<file path="config.mk">
export PLATFORM = sky130hd
export DESIGN_NAME = aes_round_sequencer
export DESIGN_NICKNAME = d
export VERILOG_FILES = /design/src/rtl/aes_ctrl_pkg.sv /design/src/rtl/aes_seq_counter.sv /design/src/rtl/aes_round_sequencer.sv
export SDC_FILE = /design/constraint.sdc
export NUM_CORES = 1
export LEC_CHECK = 0
export ABC_AREA = 1
export CAP_MARGIN = 20
export CORE_UTILIZATION = 30
export DETAILED_ROUTE_END_ITERATION = 12
export GPL_TIMING_DRIVEN = 0
export MAX_ROUTING_LAYER = met4
export PLACE_DENSITY_LB_ADDON = 0.05
export SYNTH_ARGS = -nofsm -noshare
export SYNTH_HDL_FRONTEND = slang
export SYNTH_SLANG_ARGS = --single-unit
</file>
<file path="constraint.sdc">
create_clock -name clk -period 1.2 [get_ports clk]
set_input_delay 0.18 -clock clk [delete_from_list [all_inputs] [get_ports clk]]
set_output_delay 0.18 -clock clk [all_outputs]
set_load 0.005 [all_outputs]
</file>
<file path="src/rtl/aes_ctrl_pkg.sv">
// Shared types and constants for the iterative AES-128 round sequencer.
// Holds the FSM state encoding, the round count and the round-index width,
// plus a helper that maps a round index to a round-key address.
package aes_ctrl_pkg;

    localparam int NR_AES128 = 10;
    localparam int RW        = $clog2(NR_AES128 + 1);

    localparam logic [RW-1:0] NR_IDX = RW'(NR_AES128);

    typedef enum logic [2:0] {
        ST_IDLE   = 3'd0,
        ST_KEYEXP = 3'd1,
        ST_INIT   = 3'd2,
        ST_ROUND  = 3'd3,
        ST_DONE   = 3'd4
    } seq_state_t;

    // Encryption walks the key schedule upwards, decryption walks it down.
    function automatic logic [RW-1:0] rk_index(input logic [RW-1:0] idx,
                                               input logic          dec);
        return dec ? (NR_IDX - idx) : idx;
    endfunction

endpackage

</file>
<file path="src/rtl/aes_seq_counter.sv">
// Round / key-expansion step counter with clear, load and increment.
// Ports: clk, rst (sync, active-high), clr, ld + ld_val, inc; cnt and term (cnt==NR).
// Priority is clear > load > increment; the counter holds otherwise.
module aes_seq_counter
    import aes_ctrl_pkg::*;
(
    input  logic          clk,
    input  logic          rst,
    input  logic          clr,
    input  logic          ld,
    input  logic          inc,
    input  logic [RW-1:0] ld_val,
    output logic [RW-1:0] cnt,
    output logic          term
);

    logic [RW-1:0] cnt_d;
    logic [RW-1:0] cnt_q;

    always_comb begin
        cnt_d = cnt_q;
        if (clr) begin
            cnt_d = '0;
        end else if (ld) begin
            cnt_d = ld_val;
        end else if (inc) begin
            cnt_d = cnt_q + RW'(1);
        end
    end

    always_ff @(posedge clk) begin
        if (rst) begin
            cnt_q <= '0;
        end else begin
            cnt_q <= cnt_d;
        end
    end

    assign cnt  = cnt_q;
    assign term = (cnt_q == NR_IDX);

endmodule

</file>
<file path="src/rtl/aes_round_sequencer.sv">
// Iterative AES-128 controller: accepts a block (and optional new key), runs key
// expansion if needed, the initial AddRoundKey and NR rounds, then offers the result.
// Ports: in_valid/in_ready + new_key in, out_valid/out_ready out, datapath strobes, busy.
// Optional AES_DECRYPT_EN adds mode (in) and inv (out) for descending round-key order.
// Latency: NR+2 cycles with a cached key, 2NR+2 with expansion; in_ready low until
// the result is consumed, so blocks never overlap. All outputs forced to 0 during rst.
module aes_round_sequencer
    import aes_ctrl_pkg::*;
(
    input  logic          clk,
    input  logic          rst,
    input  logic          in_valid,
    output logic          in_ready,
    input  logic          new_key,
`ifdef AES_DECRYPT_EN
    input  logic          mode,
    output logic          inv,
`endif
    output logic          out_valid,
    input  logic          out_ready,
    output logic          load_data,
    output logic          load_key,
    output logic          kexp_en,
    output logic          rk_we,
    output logic [RW-1:0] rk_addr,
    output logic          init_ark,
    output logic          round_en,
    output logic          last_round,
    output logic          busy
);

    seq_state_t state_d, state_q;
    logic       key_ok_d, key_ok_q;
    logic       dec_d, dec_q;

    logic          cnt_clr, cnt_ld, cnt_inc;
    logic [RW-1:0] cnt;
    logic          cnt_term;

    aes_seq_counter u_cnt (
        .clk    (clk),
        .rst    (rst),
        .clr    (cnt_clr),
        .ld     (cnt_ld),
        .inc    (cnt_inc),
        .ld_val (RW'(1)),
        .cnt    (cnt),
        .term   (cnt_term)
    );

    always_comb begin
        state_d    = state_q;
        key_ok_d   = key_ok_q;
        dec_d      = dec_q;
        cnt_clr    = 1'b0;
        cnt_ld     = 1'b0;
        cnt_inc    = 1'b0;
        in_ready   = 1'b0;
        out_valid  = 1'b0;
        load_data  = 1'b0;
        load_key   = 1'b0;
        kexp_en    = 1'b0;
        rk_we      = 1'b0;
        rk_addr    = '0;
        init_ark   = 1'b0;
        round_en   = 1'b0;
        last_round = 1'b0;

        unique case (state_q)
            ST_IDLE: begin
                in_ready = 1'b1;
                if (in_valid) begin
                    load_data = 1'b1;
`ifdef AES_DECRYPT_EN
                    dec_d = mode;
`else
                    dec_d = 1'b0;
`endif
                    // No valid schedule in the store yet: expand even if the
                    // host did not ask for a new key.
                    if (new_key || !key_ok_q) begin
                        load_key = 1'b1;
                        rk_we    = 1'b1;
                        cnt_ld   = 1'b1;
                        state_d  = ST_KEYEXP;
                    end else begin
                        state_d  = ST_INIT;
                    end
                end
            end
            ST_KEYEXP: begin
                kexp_en = 1'b1;
                rk_we   = 1'b1;
                rk_addr = cnt;
                if (cnt_term) begin
                    key_ok_d = 1'b1;
                    state_d  = ST_INIT;
                end else begin
                    cnt_inc  = 1'b1;
                end
            end
            ST_INIT: begin
                init_ark = 1'b1;
                rk_addr  = rk_index('0, dec_q);
                cnt_ld   = 1'b1;
                state_d  = ST_ROUND;
            end
            ST_ROUND: begin
                round_en   = 1'b1;
                rk_addr    = rk_index(cnt, dec_q);
                last_round = cnt_term;
                if (cnt_term) begin
                    state_d = ST_DONE;
                end else begin
                    cnt_inc = 1'b1;
                end
            end
            ST_DONE: begin
                out_valid = 1'b1;
                if (out_ready) begin
                    cnt_clr = 1'b1;
                    state_d = ST_IDLE;
                end
            end
            default: begin
                state_d = ST_IDLE;
            end
        endcase

        // Outputs are held quiet for the whole reset cycle, in_ready included.
        if (rst) begin
            in_ready   = 1'b0;
            out_valid  = 1'b0;
            load_data  = 1'b0;
            load_key   = 1'b0;
            kexp_en    = 1'b0;
            rk_we      = 1'b0;
            rk_addr    = '0;
            init_ark   = 1'b0;
            round_en   = 1'b0;
            last_round = 1'b0;
        end
    end

    always_ff @(posedge clk) begin
        if (rst) begin
            state_q  <= ST_IDLE;
            key_ok_q <= 1'b0;
            dec_q    <= 1'b0;
        end else begin
            state_q  <= state_d;
            key_ok_q <= key_ok_d;
            dec_q    <= dec_d;
        end
    end

    assign busy = !rst && (state_q != ST_IDLE);

`ifdef AES_DECRYPT_EN
    assign inv = !rst && dec_q && ((state_q == ST_INIT) || (state_q == ST_ROUND));
`endif

endmodule

</file>
==> results of run 1 <==
what timing repair did:
| item | 4_1_cts | 5_1_grt |
|---|---|---|
| buffers inserted | 11 | 3 |
| hold buffers | 0 | 0 |
| gates resized for setup | 77 | 9 |
| pin swaps | 6 | 3 |
| setup endpoints to repair | 18 | 20 |
| cloned | 0 | 0 |
cells by family (layout without fill, tap and decap cells):
group,after synthesis,count (layout),share of synthesized area
AOI/OAI and AO/OA,9,9,0.0849
xor gates and xnor gates,1,1,0.0149
adders and majority gates,2,2,0.0425
buffers and inverters,20,54,0.130
DFF,8,8,0.272
and+or+nand+nor,48,48,0.456
cells in the mapped netlist, drive strengths merged:
cell type | count | area, sq um
a21oi | 6 | 33.8
a31oi | 1 | 6.26
buf | 2 | 8.75
dfxtp | 8 | 160
ha | 2 | 25.0
inv | 18 | 67.6
nand2 | 19 | 98.8
nand3 | 11 | 77.6
nand4 | 2 | 12.5
nor2 | 12 | 60.1
nor3 | 4 | 20.0
o21ai | 2 | 10.0
xor2 | 1 | 8.76
final cells by class:
type                            instances  area (sq um)  area share
Buffer                                  2          10.0      0.0104
Clock buffer                            3          22.5      0.0235
Inverter                               18          70.1      0.0730
Multi-Input combinational cell         60           437       0.455
Sequential cell                         8           174       0.181
Tap cell                               25          31.3      0.0326
Timing Repair Buffer                   31           215       0.224
flip-flops by register name, indices dropped and copies added (netlist names):
| register | count |
|---|---|
| u_cnt.cnt | 4 |
| key_ok_q | 1 |
| state_q | 3 |
worst max-delay path: stages (launching register included):
cell and delay (ns):
dfxtp_4 0.35, nor2_4 0.17, nand2_4 0.08, nand2_4 0.10
inv_2 0.05, nor3_1 0.11, buf_2 0.13
worst paths after layout:
kind / to / slack (ns)
worst max-delay path: rk_addr[2] / -0.22
worst min-delay path: state_q[2]$_SDFFE_PP0P_ / 0.25
worst max register to register: u_cnt.cnt[0]$_SDFFE_PP0P_ / -0.02
worst min register to register: key_ok_q$_SDFFE_PP0P_ / 0.47
layer usage:
| metal | vias to the layer above | part of all wire | global-route usage |
|---|---|---|---|
| met5 | - | 0 | - |
| met3 | 0 | 0.049 | 0.0706 |
| met2 | 16 | 0.47 | 0.242 |
| met4 | 0 | 0 | 0.0353 |
| met1 | 302 | 0.48 | 0.234 |
| li1 | 343 | - | - |
power groups by stage:
stage                     logic, mW  registers (mW)  clock network [mW]
after floorplan               0.243           0.320                   0
after global placement        0.363           0.326                   0
after detailed placement      0.360           0.325                   0
after CTS                     0.479           0.331               0.219
after global routing          0.579           0.337               0.235
final                         0.526           0.333               0.205
placed cells by master, fill, tap and decap left out, drive strengths merged:
master and n:
ha 2, a31oi 1, clkbuf 4, o21ai 2
dfxtp 8, nor3 4, inv 18, nor2 12
a21oi 6, nand2 19, xor2 1, clkdlybuf4s50 3
nand3 11, buf 28, nand4 2, clkdlybuf4s15 1
==> flow_metrics.py, run 1 <==
metrics = {
    "floorplanning": {
        "start_util": 0.331,
        "fp.dieArea_sq_um": 2150,
        "io_pins": 19,
        "coreArea_sq_um": 1780,
        "die_x_um": 46.3,
        "row_count": 15,
        "die_y_um": 46.3,
    },
    "cells_and_area": {
        "n_fill_cell": 168,
        "syn2layout_area_growth_pct": 62.8,
        "n_antenna_cell": 0,
        "drive_above_1_share": 0.557,
        "finish.net_count": 131,
        "final_util": 0.538,
        "final_cell_area_sq_um": 960,
        "stdcell_count": 147,
    },
    "timing": {
        "finalHoldViolCount": 0,
        "max_freq_mhz": 704,
        "rsz0062_at_grt": "true",
        "min_period_ns": 1.42,
        "finClkSkew_ns": 0.00502,
        "fin_crit_sh": 1.18,
        "finalSetupViolations": 17,
        "setup_tns_ns": -2.33,
        "worstMarginPinSlew_ns": 0.215,
        "holdWs_ns": 0.251,
        "slew_viol_final": 0,
        "fin_ws_ns": -0.221,
        "slew_headroom": 0.857,
    },
    "clocking": {
        "clk_latency_ns": 0.25,
        "clockBufferDepth": 2,
        "htree_levels": 1,
        "clkSlewWorstSetupHoldPaths_ns": 0.05,
        "cts_tree": "built",
        "clock_sinks": 8,
        "cts_root_buffer": "clkbuf_4",
        "cts_buffers": 3,
    },
    "status": {
        "failed_checks": "setup timing",
        "status": "complete, but fails checks",
    },
    "place": {
        "placed_area_sq_um": 791,
        "place.gp.congestion": 0.810,
        "io_buffers": 17,
        "hpwl_um": 1020,
        "post-place-ws_ns": -0.536,
        "dp.cells": 130,
    },
    "drt": {
        "vias_per_cell": 4.50,
        "drt-total-wl_um": 1640,
        "drtIter0Drc": 11,
        "dr.pass1.iters": 4,
        "ant_nets": 0,
        "vias": 661,
        "drcViolationCount": 0,
        "wl_per_cell_um": 11.2,
    },
    "min_path": {
        "min_path_type": "in2reg",
        "min-delay-start": "rst",
        "holdPathStages": 2,
    },
    "yosys": {
        "ys_types": 21,
        "syn_avg_cell_area_sq_um": 6.70,
        "synth-seq-cells": 8,
        "yosys_warnings": 0,
        "yosysSeqAreaShare": 0.272,
        "syn-cell-area_sq_um": 589,
        "synth_cells": 88,
        "syn_nets": 95,
    },
    "global_route": {
        "grt_pass1_vias": 578,
        "overflow": 0,
        "grt_pass1_wl_um": 2530,
        "grt_max_degree": 11,
        "antenna_found_initial": 0,
        "grt_usage": 0.174,
    },
    "power": {
        "p_clk_frac": 0.193,
        "ir_worst_vdd_mv": 0.874,
        "power.share.switching": 0.383,
        "total_power_mw": 1.06,
        "seqPwrFrac": 0.313,
        "combPwrFrac": 0.494,
        "leakage_nw": 0.462,
        "power-per-cell-area_nw_per_um2": 1110,
        "p_int_uw": 657,
        "switchingPower_uw": 408,
    },
    "critical_path": {
        "cp_max_fo": 4,
        "startpoint": "state_q[1]$_SDFFE_PP0P_",
        "arrival_ns": 1.24,
        "crit_type": "reg2out",
        "worstSetupEndpointType": "primary output",
        "cp-start-kind": "flip-flop",
        "crit_required_ns": 1.02,
        "reg2reg_from": "state_q[1]$_SDFFE_PP0P_",
        "ff2ff_path_depth": 8,
    },
    "run": {
        "drv_cap": 0,
    },
}
Note: power is estimated with default switching activity, not from simulation.
==> run 2: changes to the inputs <==
--- a/config.mk
+++ b/config.mk
@@ -12,6 +12,7 @@
 export GPL_TIMING_DRIVEN = 0
 export MAX_ROUTING_LAYER = met4
 export PLACE_DENSITY_LB_ADDON = 0.05
+export REMOVE_ABC_BUFFERS = 1
 export SYNTH_ARGS = -nofsm -noshare
 export SYNTH_HDL_FRONTEND = slang
 export SYNTH_SLANG_ARGS = --single-unit
==> run 2 against run 1 <==
  * Utilization grew 3.2 points
  * Combinational power grew 14%
  * Sequential cell count stayed put
  * Critical endpoint is now state_q[1]$_SDFFE_PP0P_
  * Critical path type is now reg2reg
  * Maximum frequency is 4.8% lower
  * Clock power is 8% higher
  * Largest cell class unchanged
  * Hold slack better by 0.22 ns
  * The run still ends with setup timing left
  * Clock skew grew 0.0027 ns
  * Sequential share of layout area decreased by 0.78 points
==> flow_metrics.py, run 2 (same netlist as run 1, synthesis figures left out) <==
metrics = {
    "floorplanning": {
        "fp.dieArea_sq_um": 2150,
        "row_count": 15,
        "coreArea_sq_um": 1780,
        "die_x_um": 46.3,
        "io_pins": 19,
        "die_y_um": 46.3,
        "start_util": 0.331,
    },
    "timing": {
        "max_freq_mhz": 670,
        "slew_viol_final": 0,
        "worstMarginPinSlew_ns": 0.425,
        "rsz0062_at_grt": "true",
        "fin_ws_ns": -0.293,
        "fin_crit_sh": 1.24,
        "finalHoldViolCount": 0,
        "min_period_ns": 1.49,
        "finClkSkew_ns": 0.00771,
        "finalSetupViolations": 19,
        "holdWs_ns": 0.469,
        "setup_tns_ns": -3.87,
        "slew_headroom": 0.716,
    },
    "critical_path": {
        "reg2reg_from": "state_q[1]$_SDFFE_PP0P_",
        "worstSetupEndpointType": "flip-flop",
        "crit_type": "reg2reg",
        "r2r-end": "state_q[1]$_SDFFE_PP0P_",
        "cpLargestDelayFamily": "buffers and inverters",
        "slowest_delay_ns": 0.36,
        "ff2ff_path_depth": 10,
        "cp_max_fo": 6,
        "rrSetupSlack_ns": -0.29,
        "crit_top_cell": "buf_6",
        "crit_required_ns": 1.38,
        "cp.buffers_inverters": 5,
        "arrival_ns": 1.67,
        "crit_chain": "buf_4, nand3_4, nand2_4, buf_6, buf_4, buf_6, buf_6, nand2_8, nand4_1, a21oi_1",
        "crit_slowest_cell": "dfxtp_4",
        "cp-start-kind": "flip-flop",
    },
    "clocking": {
        "clk_latency_ns": 0.26,
        "cts_root_buffer": "clkbuf_4",
        "clkSlewWorstSetupHoldPaths_ns": 0.06,
        "clockBufferDepth": 2,
        "clock_sinks": 8,
        "cts_tree": "built",
        "cts_buffers": 3,
        "htree_levels": 1,
    },
    "cells_and_area": {
        "drive_above_1_share": 0.602,
        "largest_register_ffs": 4,
        "final_cell_mix": "buf_2 (13), buf_4 (12), inv_1 (10)",
        "syn2layout_area_growth_pct": 72.6,
        "n_antenna_cell": 0,
        "n_fill_cell": 180,
        "final_util": 0.571,
        "finish.net_count": 132,
        "final_common_cell": "buf_2",
    },
    "global_route": {
        "grt_pass1_wl_um": 2530,
        "antenna_found_initial": 0,
        "grt_pass1_vias": 559,
        "grt_max_degree": 20,
        "grt_usage": 0.175,
        "overflow": 0,
    },
    "drt": {
        "vias_per_cell": 4.61,
        "wl_per_cell_um": 11.2,
        "drcViolationCount": 0,
        "drtIter0Drc": 11,
        "dr.pass1.iters": 4,
        "drt-total-wl_um": 1650,
        "vias": 683,
        "ant_nets": 0,
    },
    "min_path": {
        "min_path_type": "reg2reg",
        "holdPathStages": 2,
        "hold_end": "key_ok_q$_SDFFE_PP0P_",
        "min-delay-start": "key_ok_q$_SDFFE_PP0P_",
    },
    "power": {
        "p_clk_frac": 0.192,
        "combPwrFrac": 0.519,
        "ir_worst_vdd_mv": 0.672,
        "seqPwrFrac": 0.289,
        "leakage_nw": 0.474,
        "total_power_mw": 1.16,
        "power.share.switching": 0.390,
        "power-per-cell-area_nw_per_um2": 1140,
        "p_int_uw": 706,
        "switchingPower_uw": 452,
    },
    "place": {
        "hpwl_um": 1000,
        "io_buffers": 18,
        "place.gp.congestion": 0.743,
    },
    "run": {
        "drv_cap": 0,
    },
    "status": {
        "failed_checks": "setup timing",
        "status": "complete, but fails checks",
    },
}
## run 2: cell types whose count changed in the layout (fill, tap and decap cells not counted), sizes merged
cell,previous run,this run
buf,28,29
clkbuf,4,3
clkdlybuf4s15,1,2
## run 2: worst max-delay path by stage
stage / start / endpoint / cells after the start
6_report: state_q[1]$_SDFFE_PP0P_ / state_q[1]$_SDFFE_PP0P_ / 10
5_1_grt: state_q[1]$_SDFFE_PP0P_ / rk_addr[0] / 7
4_1_cts: state_q[1]$_SDFFE_PP0P_ / rk_addr[0] / 7
3_5_place_dp: rst / rk_addr[3] / 3
3_3_place_gp: rst / rk_addr[0] / 3
2_1_floorplan: u_cnt.cnt[0]$_SDFFE_PP0P_ / last_round / 6
## run 2: final cells by class
cell class	instances	area (sq um)	share of cell area
Sequential cell	8	176	0.173
Timing Repair Buffer	34	251	0.247
Inverter	18	72.6	0.0713
Tap cell	25	31.3	0.0308
Multi-Input combinational cell	60	463	0.455
Clock buffer	3	22.5	0.0221
## run 2: metal layers
layer / track usage / routed length [um] / up-vias / share of wire
li1: - / - / 351 / -
met1: 0.230 / 760 / 308 / 0.46
met2: 0.258 / 772 / 20 / 0.47
met3: 0.0471 / 94 / 4 / 0.057
met4: 0.0529 / 25 / 0 / 0.015
met5: - / 0 / - / 0
## run 2: power by group through the flow
stage / sequential (mW) / clock [mW] / combinational (mW)
after floorplan: 0.320 / 0 / 0.235
after global placement: 0.326 / 0 / 0.366
after detailed placement: 0.325 / 0 / 0.363
after CTS: 0.334 / 0.214 / 0.469
after global routing: 0.339 / 0.246 / 0.657
final: 0.335 / 0.222 / 0.602
## run 2: timing repair
item / CTS / global route
resized for setup: 80 / 19
pin swaps: 4 / 7
hold buffers: 0 / 0
setup buffers: 9 / 8
endpoints found under the setup margin: 21 / 20
## run 2: metrics by stage
stage               cells  instance area (sq um)  setup slack (ns)
floorplan              86                    581            0.0737
global placement      129                    792            -0.798
finish                148                   1020            -0.293
detailed placement    129                    792            -0.776
CTS                   141                    907            -0.273
global route          148                   1020            -0.354
## run 2: tightest hold or removal path, stage by stage, from the launching register on
cell and delay (ns):
dfxtp_1 0.33, a31oi_1 0.04, nor2_1 0.07
==> run 3: changes to the inputs <==
--- a/config.mk
+++ b/config.mk
@@ -9,9 +9,10 @@
 export CAP_MARGIN = 20
 export CORE_UTILIZATION = 30
 export DETAILED_ROUTE_END_ITERATION = 12
+export GPL_ROUTABILITY_DRIVEN = 0
 export GPL_TIMING_DRIVEN = 0
 export MAX_ROUTING_LAYER = met4
-export PLACE_DENSITY_LB_ADDON = 0.05
+export PLACE_DENSITY = 0.64
 export REMOVE_ABC_BUFFERS = 1
 export SYNTH_ARGS = -nofsm -noshare
 export SYNTH_HDL_FRONTEND = slang
==> run 3 against run 2 <==
  * The flow still finishes with violations (setup timing)
  * Clock skew rose by 0.0030 ns
  * First-iteration DRC count rose by 9.1%
  * Via count rose by 0.73%
  * Maximum frequency rose by 2.7%
  * Critical endpoint is now rk_addr[3]
  * Largest cell class unchanged
  * Largest power group unchanged
==> flow_metrics.py, run 3 (same netlist as run 1, synthesis figures left out) <==
metrics = {
    "status": {
        "status": "complete, but fails checks",
        "failed_checks": "setup timing",
    },
    "critical_path": {
        "reg2reg_from": "state_q[2]$_SDFFE_PP0P_",
        "r2r-end": "u_cnt.cnt[1]$_SDFFE_PP0P_",
        "rrSetupSlack_ns": -0.13,
        "crit_slowest_cell": "dfxtp_4",
        "cpLargestDelayFamily": "simple AND/OR/NAND/NOR gates",
        "crit_required_ns": 1.02,
        "cp.depth": 7,
        "worstSetupEndpointType": "primary output",
        "slowest_delay_ns": 0.36,
        "cp-start-kind": "flip-flop",
        "ff2ff_path_depth": 10,
        "cp.buffers_inverters": 3,
        "startpoint": "state_q[2]$_SDFFE_PP0P_",
        "cp-endpoint": "rk_addr[3]",
        "crit_type": "reg2out",
        "cp_max_fo": 4,
        "arrival_ns": 1.27,
        "crit_chain": "nor2_4, nand2_2, nand2_4, buf_6, inv_4, nor3_2, buf_2",
    },
    "global_route": {
        "grt_pass1_vias": 631,
        "busiest_layer": "met2",
        "grt_usage": 0.192,
        "grt_pass1_wl_um": 2700,
        "grtUsageMet3": 0.0392,
        "overflow": 0,
        "antenna_found_initial": 0,
        "use_met1": 0.223,
        "grt_max_degree": 20,
        "met2_usage": 0.292,
    },
    "clocking": {
        "htree_levels": 1,
        "clock_sinks": 8,
        "clockBufferDepth": 2,
        "hold_buffers": 0,
        "clk_latency_ns": 0.27,
        "cts_buffers": 3,
        "cts_tree": "built",
        "clkSlewWorstSetupHoldPaths_ns": 0.06,
        "cts_root_buffer": "clkbuf_4",
    },
    "floorplanning": {
        "coreArea_sq_um": 1780,
        "die_y_um": 46.3,
        "fp.dieArea_sq_um": 2150,
        "row_count": 15,
        "die_x_um": 46.3,
        "start_util": 0.331,
        "io_pins": 19,
    },
    "place": {
        "io_buffers": 18,
        "dp.cells": 129,
        "placed_area_sq_um": 792,
        "hpwl_um": 961,
    },
    "cells_and_area": {
        "final_cell_area_sq_um": 983,
        "syn2layout_area_growth_pct": 66.9,
        "stdcell_count": 147,
        "finish.net_count": 131,
        "final_util": 0.552,
        "final_cell_mix": "nand2_1 (13), buf_2 (13), nor2_1 (10)",
        "n_antenna_cell": 0,
        "drive_above_1_share": 0.566,
        "largest_register_ffs": 4,
    },
    "drt": {
        "vias": 688,
        "ant_nets": 0,
        "dr.pass1.iters": 4,
        "drcViolationCount": 0,
        "vias_per_cell": 4.68,
        "drtIter0Drc": 12,
        "wl_per_cell_um": 12.6,
        "drt-total-wl_um": 1860,
    },
    "power": {
        "ir_worst_vdd_mv": 0.549,
        "power-per-cell-area_nw_per_um2": 1170,
        "total_power_mw": 1.16,
        "leakage_nw": 0.470,
    },
    "timing": {
        "finalHoldViolCount": 0,
        "fin_crit_sh": 1.21,
        "rsz0062_at_grt": "true",
        "slew_headroom": 0.716,
        "worstMarginPinSlew_ns": 0.426,
        "max_freq_mhz": 688,
        "min_period_ns": 1.45,
        "finClkSkew_ns": 0.0107,
        "slew_viol_final": 0,
        "fin_ws_ns": -0.254,
        "finalSetupViolations": 20,
        "setup_tns_ns": -2.75,
    },
    "min_path": {
        "min_path_type": "in2reg",
    },
    "run": {
        "drv_cap": 0,
    },
}
[run 3: cell types whose count changed in the layout (fill, tap and decap cells not counted), sizes merged]
cell,before,now
clkdlybuf4s15,2,1
buf,29,28
clkbuf,3,4
[run 3: what timing repair did]
action                     4_1_cts  5_1_grt
setup endpoints to repair       21       20
gates cloned                     0        0
buffers inserted                12        5
pin swaps                        5       11
resized for setup               80       14
[run 3: power by group]
part           leakage [nW]  total, mW  switching (mW)  internal, mW
combinational         0.387      0.604           0.314         0.289
sequential           0.0683      0.327          0.0332         0.294
clock                0.0138      0.224           0.109         0.116
total                 0.470       1.16           0.456         0.699
[run 3: routing by layer]
layer	up-vias	wire, um
met1	300	684
met4	0	63
met2	29	986
li1	352	-
met3	7	124
met5	-	0
[run 3: stage by stage]
step | hold WS [ns] | setup WS [ns]
2_1_floorplan | 0.249 | 0.0737
3_3_place_gp | 0.454 | -0.756
3_5_place_dp | 0.461 | -0.745
4_1_cts | 0.461 | -0.266
5_1_grt | 0.509 | -0.336
6_report | 0.472 | -0.254
[run 3: how the worst min path moves through the flow]
stage | start | cells past startpoint | slack [ns] | end
after global routing | rst | 2 | 0.51 | key_ok_q$_SDFFE_PP0P_
after floorplan | rst | 1 | 0.25 | state_q[0]$_SDFFE_PP0P_
after CTS | rst | 2 | 0.46 | key_ok_q$_SDFFE_PP0P_
final | rst | 2 | 0.47 | key_ok_q$_SDFFE_PP0P_
after global placement | key_ok_q$_SDFFE_PP0P_ | 2 | 0.45 | key_ok_q$_SDFFE_PP0P_
after detailed placement | key_ok_q$_SDFFE_PP0P_ | 2 | 0.46 | key_ok_q$_SDFFE_PP0P_
[run 3: area by class of cell]
cell class | instances | area [sq um]
Fill cell | 168 | 800
Multi-Input combinational cell | 60 | 432
Timing Repair Buffer | 33 | 246
Sequential cell | 8 | 176
Inverter | 18 | 75.1
Tap cell | 25 | 31.3
Clock buffer | 3 | 22.5
